### config.mk
export PLATFORM = sky130hd
export DESIGN_NAME = mem_port_master
export DESIGN_NICKNAME = d
export VERILOG_FILES = /design/src/rtl/mem_port_master_pkg.sv /design/src/rtl/mem_port_master.sv
export SDC_FILE = /design/constraint.sdc
export NUM_CORES = 1
export LEC_CHECK = 0
export CAP_MARGIN = 20
export CORE_MARGIN = 2
export CORE_UTILIZATION = 43
export DETAILED_ROUTE_END_ITERATION = 8
export PLACE_DENSITY = 0.86
export SYNTH_ARGS = -nofsm -noshare
export SYNTH_HDL_FRONTEND = slang
export SYNTH_SLANG_ARGS = --single-unit
export TNS_END_PERCENT = 20
### constraint.sdc
create_clock -name clk -period 2.5 [get_ports clk]
set_input_delay 0.75 -clock clk [delete_from_list [all_inputs] [get_ports clk]]
set_output_delay 0.75 -clock clk [all_outputs]
set_load 0.005 [all_outputs]
### src/rtl/mem_port_master_pkg.sv
// Shared constants, state encoding and range helper for the memory port master.
// The optional range check is enabled by MEM_PORT_MASTER_BOUNDARY_CHECK_EN.
package mem_port_master_pkg;

    localparam int ADDR_W = 6;
    localparam int DATA_W = 32;

    localparam logic [ADDR_W-1:0] MEM_LAST_ADDR = 6'h3D;
    localparam logic [ADDR_W-1:0] ADDR_GPIO_OUT = 6'h3E;
    localparam logic [ADDR_W-1:0] ADDR_GPIO_IN  = 6'h3F;

    typedef enum logic [2:0] {
        ST_IDLE,
        ST_WR,
        ST_RD_WAIT,
        ST_RD_CAP,
        ST_RD_RESP
    } state_t;

    // True when a burst would run past plain memory into the GPIO words or wrap.
    function automatic logic burst_out_of_range(
        input logic [ADDR_W-1:0] addr,
        input logic [ADDR_W-1:0] len
    );
        logic [ADDR_W:0] last_addr;
        last_addr = {1'b0, addr} + {1'b0, len};
        return last_addr > {1'b0, MEM_LAST_ADDR};
    endfunction

endpackage

### src/rtl/mem_port_master.sv
// Burst initiator for the single-port main memory (registered read data, 1-cycle latency).
// Define MEM_PORT_MASTER_BOUNDARY_CHECK_EN to reject bursts that would reach 0x3E/0x3F or wrap.
//
// state      | meaning
// -----------+--------------------------------------------------------------
// ST_IDLE    | cmd_ready high, waiting for a burst command
// ST_WR      | wdata_ready high, one memory write per accepted word
// ST_RD_WAIT | memory samples mem_addra this cycle
// ST_RD_CAP  | mem_douta valid; capture into rdata
// ST_RD_RESP | rdata_valid high until the consumer takes the word
module mem_port_master
    import mem_port_master_pkg::*;
#(
    parameter int ADDR_W = 6,
    parameter int DATA_W = 32
) (
    input  logic              clk,
    input  logic              rst_n,
    input  logic              cmd_valid,
    output logic              cmd_ready,
    input  logic              cmd_write,
    input  logic [ADDR_W-1:0] cmd_addr,
    input  logic [ADDR_W-1:0] cmd_len,
    input  logic              wdata_valid,
    output logic              wdata_ready,
    input  logic [DATA_W-1:0] wdata,
    output logic              rdata_valid,
    input  logic              rdata_ready,
    output logic [DATA_W-1:0] rdata,
    output logic              done,
    output logic              cmd_err,
    output logic              mem_wea,
    output logic [ADDR_W-1:0] mem_addra,
    output logic [DATA_W-1:0] mem_dina,
    input  logic [DATA_W-1:0] mem_douta
);

    state_t            state_q, state_d;
    logic [ADDR_W-1:0] addr_q, addr_d;
    logic [ADDR_W-1:0] cnt_q, cnt_d;
    logic [ADDR_W-1:0] mem_addra_d;
    logic [DATA_W-1:0] mem_dina_d, rdata_d;
    logic              mem_wea_d, rdata_valid_d, done_d, cmd_err_d;
    logic              cmd_reject;

`ifdef MEM_PORT_MASTER_BOUNDARY_CHECK_EN
    assign cmd_reject = burst_out_of_range(cmd_addr, cmd_len);
`else
    assign cmd_reject = 1'b0;
`endif

    assign cmd_ready   = (state_q == ST_IDLE);
    assign wdata_ready = (state_q == ST_WR);

    always_comb begin
        state_d       = state_q;
        addr_d        = addr_q;
        cnt_d         = cnt_q;
        mem_wea_d     = 1'b0;
        mem_addra_d   = mem_addra;
        mem_dina_d    = mem_dina;
        rdata_d       = rdata;
        rdata_valid_d = rdata_valid;
        done_d        = 1'b0;
        cmd_err_d     = 1'b0;

        case (state_q)
            ST_IDLE: begin
                if (cmd_valid) begin
                    if (cmd_reject) begin
                        cmd_err_d = 1'b1;
                    end else begin
                        addr_d = cmd_addr;
                        cnt_d  = cmd_len;
                        if (cmd_write) begin
                            state_d = ST_WR;
                        end else begin
                            state_d     = ST_RD_WAIT;
                            mem_addra_d = cmd_addr;
                        end
                    end
                end
            end
            ST_WR: begin
                if (wdata_valid) begin
                    mem_wea_d   = 1'b1;
                    mem_addra_d = addr_q;
                    mem_dina_d  = wdata;
                    addr_d      = addr_q + ADDR_W'(1);
                    cnt_d       = cnt_q - ADDR_W'(1);
                    if (cnt_q == '0) begin
                        state_d = ST_IDLE;
                        done_d  = 1'b1;
                    end
                end
            end
            ST_RD_WAIT: begin
                state_d = ST_RD_CAP;
            end
            ST_RD_CAP: begin
                rdata_d       = mem_douta;
                rdata_valid_d = 1'b1;
                state_d       = ST_RD_RESP;
            end
            ST_RD_RESP: begin
                if (rdata_ready) begin
                    rdata_valid_d = 1'b0;
                    if (cnt_q == '0) begin
                        state_d = ST_IDLE;
                        done_d  = 1'b1;
                    end else begin
                        // Read bursts step the memory address register directly.
                        mem_addra_d = mem_addra + ADDR_W'(1);
                        cnt_d       = cnt_q - ADDR_W'(1);
                        state_d     = ST_RD_WAIT;
                    end
                end
            end
            default: begin
                state_d = ST_IDLE;
            end
        endcase
    end

    always_ff @(posedge clk or negedge rst_n) begin
        if (!rst_n) begin
            state_q     <= ST_IDLE;
            addr_q      <= '0;
            cnt_q       <= '0;
            mem_wea     <= 1'b0;
            mem_addra   <= '0;
            mem_dina    <= '0;
            rdata       <= '0;
            rdata_valid <= 1'b0;
            done        <= 1'b0;
            cmd_err     <= 1'b0;
        end else begin
            state_q     <= state_d;
            addr_q      <= addr_d;
            cnt_q       <= cnt_d;
            mem_wea     <= mem_wea_d;
            mem_addra   <= mem_addra_d;
            mem_dina    <= mem_dina_d;
            rdata       <= rdata_d;
            rdata_valid <= rdata_valid_d;
            done        <= done_d;
            cmd_err     <= cmd_err_d;
        end
    end

endmodule

After elaboration in Yosys (flattened, before gate mapping)
Index checks and enable logic that the tools add are counted.
- register bits: 88
- input port bits: 82
- output and inout bits: 76
- word-level logic and storage cells: 62
- $add $sub $neg: 3
- equal/unequal tests: 10
- muxes and demuxes: 29
- reduce and logical (&&, ||, !) cells: 11
- operators with widths (operator ; number):
    $mux W6 ; 11
    $pmux W6 S3 ; 2
    $pmux W3 S5 ; 1
    $add A6 B1 Y6 const B ; 2
    $mux W3 ; 4
    $pmux W6 S2 ; 1
    $ne A2 B2 Y1 const B ; 5
    $eq A3 B2 Y1 const B ; 2
    $logic_not A6 Y1 ; 1
    $mux W1 ; 6
    $reduce_and A6 Y1 ; 1
    $sub A6 B1 Y6 const B ; 1
    $reduce_and A5 Y1 ; 1
    $mux W2 ; 2
    $pmux W1 S2 ; 2
    $reduce_and A2 Y1 ; 2
    $reduce_and A4 Y1 ; 1
    $reduce_bool A2 Y1 ; 2
    $eq A3 B1 Y1 const B ; 1
    $eq A3 B3 Y1 const B ; 1
    $logic_not A3 Y1 ; 1
    $reduce_and A3 Y1 ; 1
    $reduce_bool A3 Y1 ; 1
    $ne A2 B1 Y1 const B ; 1

Depth between registers and ports, before layout
- depth in word-level cells: 4
- gate-level depth with buffers: 8

Worst setup path before layout
Ideal clock, no wire load.
- path kind: input-to-reg
- from: input port wdata_valid
- to: register mem_addra[2]
- setup time: 0.125 ns
- arrival time: 1.880 ns
- data required time: 2.375 ns
- path slack: 0.495 ns
- stages: 5
- buffers on the path: 1
- path through: or4b_1 o31a_2 and2_4 buf_6 mux2_4
- word-level cells in the longest chain between the ends: 2
- ends and longest elaborated chain (element ; RTL line ; source):
    from (decl) ; mem_port_master.sv:24 ; input logic wdata_valid,
    $ne A2 B2 Y1 (no source line) ; -- ;
    $reduce_and A6 Y1 (no source line) ; -- ;
    to (signal assigned) ; mem_port_master.sv:142 ; mem_addra <= mem_addra_d;
    to (decl) ; mem_port_master.sv:33 ; output logic [ADDR_W-1:0] mem_addra,
Every way passes these cells.
A chain may end at the register's enable or synchronous reset.

Final worst setup path
- from: register state_q[1]
- to: output port cmd_ready
- word-level cells in the longest chain between the ends: 1
- ends and longest elaborated chain (element ; RTL line ; source):
    from (decl) ; mem_port_master.sv:38 ; state_t state_q, state_d;
    from (signal assigned) ; mem_port_master.sv:138 ; state_q <= state_d;
    $logic_not A3 Y1 ; mem_port_master.sv:52 ; assign cmd_ready = (state_q == ST_IDLE);
    to (decl) ; mem_port_master.sv:20 ; output logic cmd_ready,
Every way passes these cells.

==> impl_results.md <==
* First-pass GRT wire length at 15.66 mm
* Share of the clock period used by the worst path at 96.17%
* Drt total wl at 9.788 mm
* Met2 Track Usage GR at about a third
* Average size of a mapped cell at 12.93 um^2
* Max Slew Vio Count at 0
* Row Count at 34
* GRT overflow at 0
* Buffers on Ports at between 150 and 200
* Share of cells above drive strength 1 at ~24%
* Predominant post-synthesis flop cell: dfrtp_1
* CP Launch Type: register
* 1st-iter DRT viols at between 70 and 80
* Routing usage on met3 at 5.411%
* Die height at between 90 and 100 um
* Design area at 5814 um^2
* Pwr dens at 1248 nW/um^2
* Largest net degree at the start of global routing at 53
* CTS Sinks at 88
* Setup violators final at 0
* Share of synthesized registers carrying an async set or reset at 100.0%
* Initial Util at 44.63%
* CTS max path bufs at 2
* I/O pins at between 150 and 200
* WP data arrival at about 1.7 ns
* Seq/Total Area, Yosys at 56.03%
* Synth warn at 0
* Min setup slack post-route at approximately 0.096 ns
* Mapped Area at 3930 um^2
* Hold Vio Cnt, Final at 0
* Number of H-tree levels at 3
* Post-synth EDFFs at 0
* Number of remaining DRC errors at 0
* Placed cells at 562
* Max Cap Viol at 0
* Clock latency on the worst-skew pair at between 0.3 and 0.4 ns
* Total Routing Usage GR at 19.96%
* Crit path required time at ~1.8 ns
* FILL cells at between 600 and 700
* Dpl hpwl at 7.350 mm
* Grt met1 use at between 20% and 30%
* Area delta synth->final at 47.95%
* Initial antenna violation count at 0
* Total CTS buffers at 9
* Placed instance area at 5615 um^2
* DR WL/cell at 16.91 um
* Vias/cell at 5.313
* Netlist cell types at 52
* TritonCTS clock tree: built
* Detail Route Antenna Nets at 0
* RR Startpoint: state_q[2]
* Worst Skew at 0.008242 ns
* CTS Root Cell: clkbuf_8
* HP Class: primary input to async pin
* Busiest grt layer: met2
* Critical path peak fanout at 12
* DIE AREA at 9920 um^2
* Die extent in x at about 100 um
* Area of the core at 8806 um^2
* # hold bufs at CTS at 0
* Synthesized flop and latch total at between 80 and 90
* Critical path class: register to output port
* Inserted Diodes at 0
* Final core occ at between 60% and 70%
* Power Total at 7259 uW
* Max Freq at a little over 400 MHz
* Final GP Congestion at ~0.86
* Pre-CTS WS at 0.03057 ns
* Vias in the first global route at 3135
* Drt first pass iters at 4
* Setup crit start: state_q[1]
* Area taken by multi-input logic gates at 1583 um^2
* CTS clk-pin slew, worst paths at 0.09 ns
* Leak at between 0.002 and 0.0025 uW
* Status: completed
* RSZ-0062 raised after global routing: false
* Sequential cell area at 2202 um^2
* Via count at 3076
* Gate Count Post-Synth at around 300
* Synth Net Count at 389
* CP endpoint kind: output port
* NumNets Final at 551
* Final cell count without fillers at 579
* Post-route minimum period at 2.404 ns
* Max VDD drop at 0.6050 mV
-- sequential cells by signal (all words and copies together), names as in the netlist --
name / cells
mem_dina: 32
rdata: 32
addr_q: 6
cnt_q: 6
mem_addra: 6
state_q: 3
done: 1
mem_wea: 1
rdata_valid: 1
-- report_power, final --
part | switching (uW) | internal, uW | total (uW)
combinational | 1410 | 2340 | 3740
sequential | 457 | 2150 | 2600
clock | 539 | 374 | 913
total | 2400 | 4860 | 7260
-- placed cells by master (no fill, tap or decap), types with 2 or more instances in the layout --
cell type | netlist | routed
a21oi_1 | 16 | 16
a22oi_1 | 2 | 2
a2bb2oi_1 | 3 | 3
a31oi_1 | 3 | 3
buf_12 | 0 | 2
buf_4 | 4 | 13
clkbuf_8 | 0 | 9
clkdlybuf4s50_1 | 0 | 154
clkinv_2 | 0 | 2
dfrtp_1 | 88 | 88
ha_1 | 3 | 3
inv_1 | 4 | 4
inv_6 | 0 | 3
mux2_2 | 66 | 66
mux2_4 | 3 | 3
nand2_1 | 16 | 16
nand2b_1 | 3 | 3
nand3_1 | 13 | 13
nor2_1 | 6 | 6
nor3_1 | 8 | 7
o211ai_1 | 6 | 6
o21ai_0 | 6 | 6
o22ai_1 | 4 | 4
o2bb2ai_1 | 4 | 4
o31a_2 | 2 | 2
xor2_1 | 2 | 2
-- cell families after synthesis --
logic type,Yosys count,synth area share [%]
AO/OA/AOI/OAI,55,9.806
XOR/XNOR,3,0.6687
adder cells (fa/ha/maj),3,0.9552
buffers and inverters,24,3.820
flip-flops,88,56.03
multiplexers,70,20.31
other,1,0.09542
AND/OR/NAND/NOR,60,8.310
-- through the flow --
step / hold WS (ns) / TNS [ns]
after floorplan: 0.4544 / 0
after global placement: 0.4611 / 0
after detailed placement: 0.4686 / 0
after CTS: 0.3499 / -0.003727
after global routing: 0.3730 / 0
final: 0.3522 / 0
-- synth_stat cells (all sizes together), types with 3 or more instances --
| cell | number | area, um^2 |
|---|---|---|
| clkbuf | 5 | 18.77 |
| or3b | 3 | 28.78 |
| a2bb2oi | 3 | 26.28 |
| o211ai | 6 | 45.04 |
| o21ai | 6 | 30.03 |
| nor2 | 7 | 28.78 |
| o22ai | 4 | 25.02 |
| a21oi | 16 | 80.08 |
| nor3 | 8 | 40.04 |
| nand2 | 16 | 60.06 |
| buf | 13 | 100.1 |
| ha | 3 | 37.54 |
| a31oi | 3 | 18.77 |
| dfrtp | 88 | 2202 |
| inv | 5 | 18.76 |
| mux2 | 69 | 788.3 |
| nand3 | 13 | 65.06 |
| nand2b | 3 | 18.77 |
| o2bb2ai | 4 | 35.03 |
-- per-layer routing --
| metal | up-vias | part of all wire [%] |
|---|---|---|
| li1 | 1431 | - |
| met1 | 1502 | 41 |
| met2 | 133 | 52 |
| met3 | 10 | 6.7 |
| met4 | 0 | 1.2 |
| met5 | - | 0 |
-- repair_timing --
item,in CTS,in global routing
setup endpoints to repair,2,1
pin swaps,0,1
buffers inserted,1,0
resized for setup,3,1
cloned,0,0
-- area by class of cell --
| cell class | count | share of cell area [%] |
|---|---|---|
| flip-flops and latches | 88 | 37.87 |
| inverters | 5 | 0.4089 |
| repair buffers | 170 | 29.09 |
| clock inverters | 7 | 0.9468 |
| clock buffers | 9 | 2.130 |
| well taps | 108 | 2.324 |
| multi-input cells | 192 | 27.22 |
-- worst max-delay path: stages, from the launching register on --
cell and delay, ns:
dfrtp_1 0.39, buf_4 0.18, nor3_2 0.21, clkdlybuf4s50_1 0.53
-- final timing paths --
kind / endpoint / slack [ns] / depth (start not counted)
max: cmd_ready / 0.1 / 3
min: mem_dina[20] / 0.35 / 1
max reg2reg: mem_dina[23] / 0.46 / 6
min reg2reg: rdata_valid / 0.48 / 2
max in group asynchronous: mem_dina[3] / 1.48 / 2
min in group clk: rdata_valid / 0.48 / 2
(Power assumes the default switching activity.)
==> variant (same settings) <==
`ADDR_W` is set to 6 in 2 places; all go to 7.
--- a/src/rtl/mem_port_master_pkg.sv
+++ b/src/rtl/mem_port_master_pkg.sv
@@ -3,5 +3,5 @@
 package mem_port_master_pkg;
 
-    localparam int ADDR_W = 6;
+    localparam int ADDR_W = 7;
     localparam int DATA_W = 32;
 
--- a/src/rtl/mem_port_master.sv
+++ b/src/rtl/mem_port_master.sv
@@ -12,5 +12,5 @@
     import mem_port_master_pkg::*;
 #(
-    parameter int ADDR_W = 6,
+    parameter int ADDR_W = 7,
     parameter int DATA_W = 32
 ) (
Ports: changed (resized cmd_addr, cmd_len and mem_addra); port bits go from 158 to 161. The function was not compared with the original's and may differ.
==> variant against the original RTL <==
Area after synthesis rose by 3.9%. Sequential cell count up 3. Via count rose by 11%. Setup slack improved by 0.30 ns. Global-route usage rose by 0.79 points. Wire length rose by 10%. Final area up 5.2%. Total power up 4.5%. Clock power increased by 12%.
==> variant: results (changes against the original RTL) <==
setup_path:
  cp.arrival_ns: 1.36  # was 1.65 ns
  rr_startpoint: "state_q[0]"  # was state_q[2]
  crit_fanout: 2  # was 12
  crit_start: "state_q[2]"  # was state_q[1]
  critical_path.endpoint: "wdata_ready"  # was cmd_ready
synth:
  synth_area_leaders: "dfrtp_1 (56%), mux2_2 (10%), mux2_1 (8.5%), a21oi_1 (2.3%), nand2_1 (1.7%)"  # was dfrtp_1 (56%), mux2_2 (19%), a21oi_1 (2.0%), nand3_1 (1.7%), nand2_1 (1.5%)
  avgSynthCellArea_um2: 12.3  # was 12.9 µm²
  synth-compound-area-share_pct: 11.4  # was 9.81%
  syn_nets: 420  # was 389
  synth.distinct_cells: 53  # was 52
  synth_top_area_share_pct: 55.7  # was 56.0%
  synth_xor_area_share_pct: 0.214  # was 0.669%
  synthTopCellsByCount: "dfrtp_1 (91), mux2_2 (37), mux2_1 (31)"  # was dfrtp_1 (88), mux2_2 (66), a21oi_1 (16), nand2_1 (16), nand3_1 (13)
  synthAdderAreaFrac_pct: 1.23  # was 0.955%
  ys_seq_area_share_pct: 55.7  # was 56.0%
  synthMuxAreaShare_pct: 18.7  # was 20.3%
grt:
  grt_pass1_wl_mm: 16.9  # was 15.7 mm
  grt_util_all_layers_pct: 20.8  # was 20.0%
  grt_pass1_vias: 3513  # was 3135
  grt_max_degree: 49  # was 53
detailed_routing:
  viasPerCell: 5.37  # was 5.31
  drt_pass1_iterations: 5  # was 4
  wirelength_mm: 10.8  # was 9.79 mm
  drt_iter0_drc: 139  # was 77
cells_and_area:
  drive_gt1_share_pct: 15.4  # was 24.2%
  final_nets: 590  # was 551
  fillers: 700  # was 686
place:
  dp_slack_ns: 0.139  # was 0.0306 ns
  dpl.hpwl_mm: 7.95  # was 7.35 mm
  port_buffers: 159  # was 156
  routabilityCongestion: 0.923  # was 0.859
power_and_ir_drop:
  vdd_drop_max_mv: 0.602  # was 0.605 mV
  p_leak_nw: 2.53  # was 2.39 nW
run_status:
  status: "complete, no violations"  # unchanged
sta:
  fin_crit_sh_pct: 84.2  # was 96.2%
-- variant: cell types whose count changed after synthesis, moves of 4 or more --
cell,unedited run,this run
nor2_1,6,10
nand4_1,1,6
a31oi_1,3,9
mux2_1,0,31
o211ai_1,6,2
mux2_2,66,37
-- variant: cell type report --
class                   count  area share [%]
clock inverters             6            1.21
well taps                 129            2.64
clock buffers              10            2.09
flip-flops and latches     91            37.2
inverters                   8           0.491
repair buffers            176            28.8
multi-input cells         216            27.6
-- variant: critical path, cell delays in order (launching register included) --
cell,delay (ns)
dfrtp_1,0.38
or3b_4,0.40
inv_2,0.08
dlymetal6s2s_1,0.14
-- variant: per-stage QoR --
stage | instance area [µm²] | hold slack [ns]
after global routing | 6110 | 0.425
after CTS | 6110 | 0.408
after global placement | 5900 | 0.466
after floorplan | 4090 | 0.454
final | 6110 | 0.400
after detailed placement | 5900 | 0.474
-- variant: logic make-up after synthesis --
group / after synthesis
fa+ha+maj: 4
xor+xnor: 1
mux: 68
simple gates: 74
buf+inv: 25
flops: 91
compound gates: 68
other cells: 1
-- variant: worst min-delay path by stage --
stage	end
after floorplan	addr_q[0]
after global placement	mem_dina[15]
after detailed placement	mem_dina[25]
after CTS	rdata[14]
after global routing	mem_dina[22]
final	mem_dina[26]
-- variant: report_power, final --
group / switching (mW) / total (mW) / internal, mW / leakage [nW]
clock: 0.541 / 1.02 / 0.475 / 0.0950
sequential: 0.472 / 2.69 / 2.22 / 1.07
combinational: 1.59 / 3.88 / 2.29 / 1.36
-- variant: routing by layer --
layer	GRT usage, %	part of all wire [%]	wire length, µm	vias to the layer above
met5	0	0	0	-
met4	8.11	2.3	249	0
met3	5.52	8.0	859	25
met2	34.2	49	5290	190
met1	26.2	41	4370	1634
li1	-	-	-	1567
-- variant: timing repair --
item,in CTS,in global routing
endpoints found under the hold margin,0,0
endpoints found under the setup margin,1,2
hold buffers,0,0
setup buffers,1,0
resized for setup,0,3
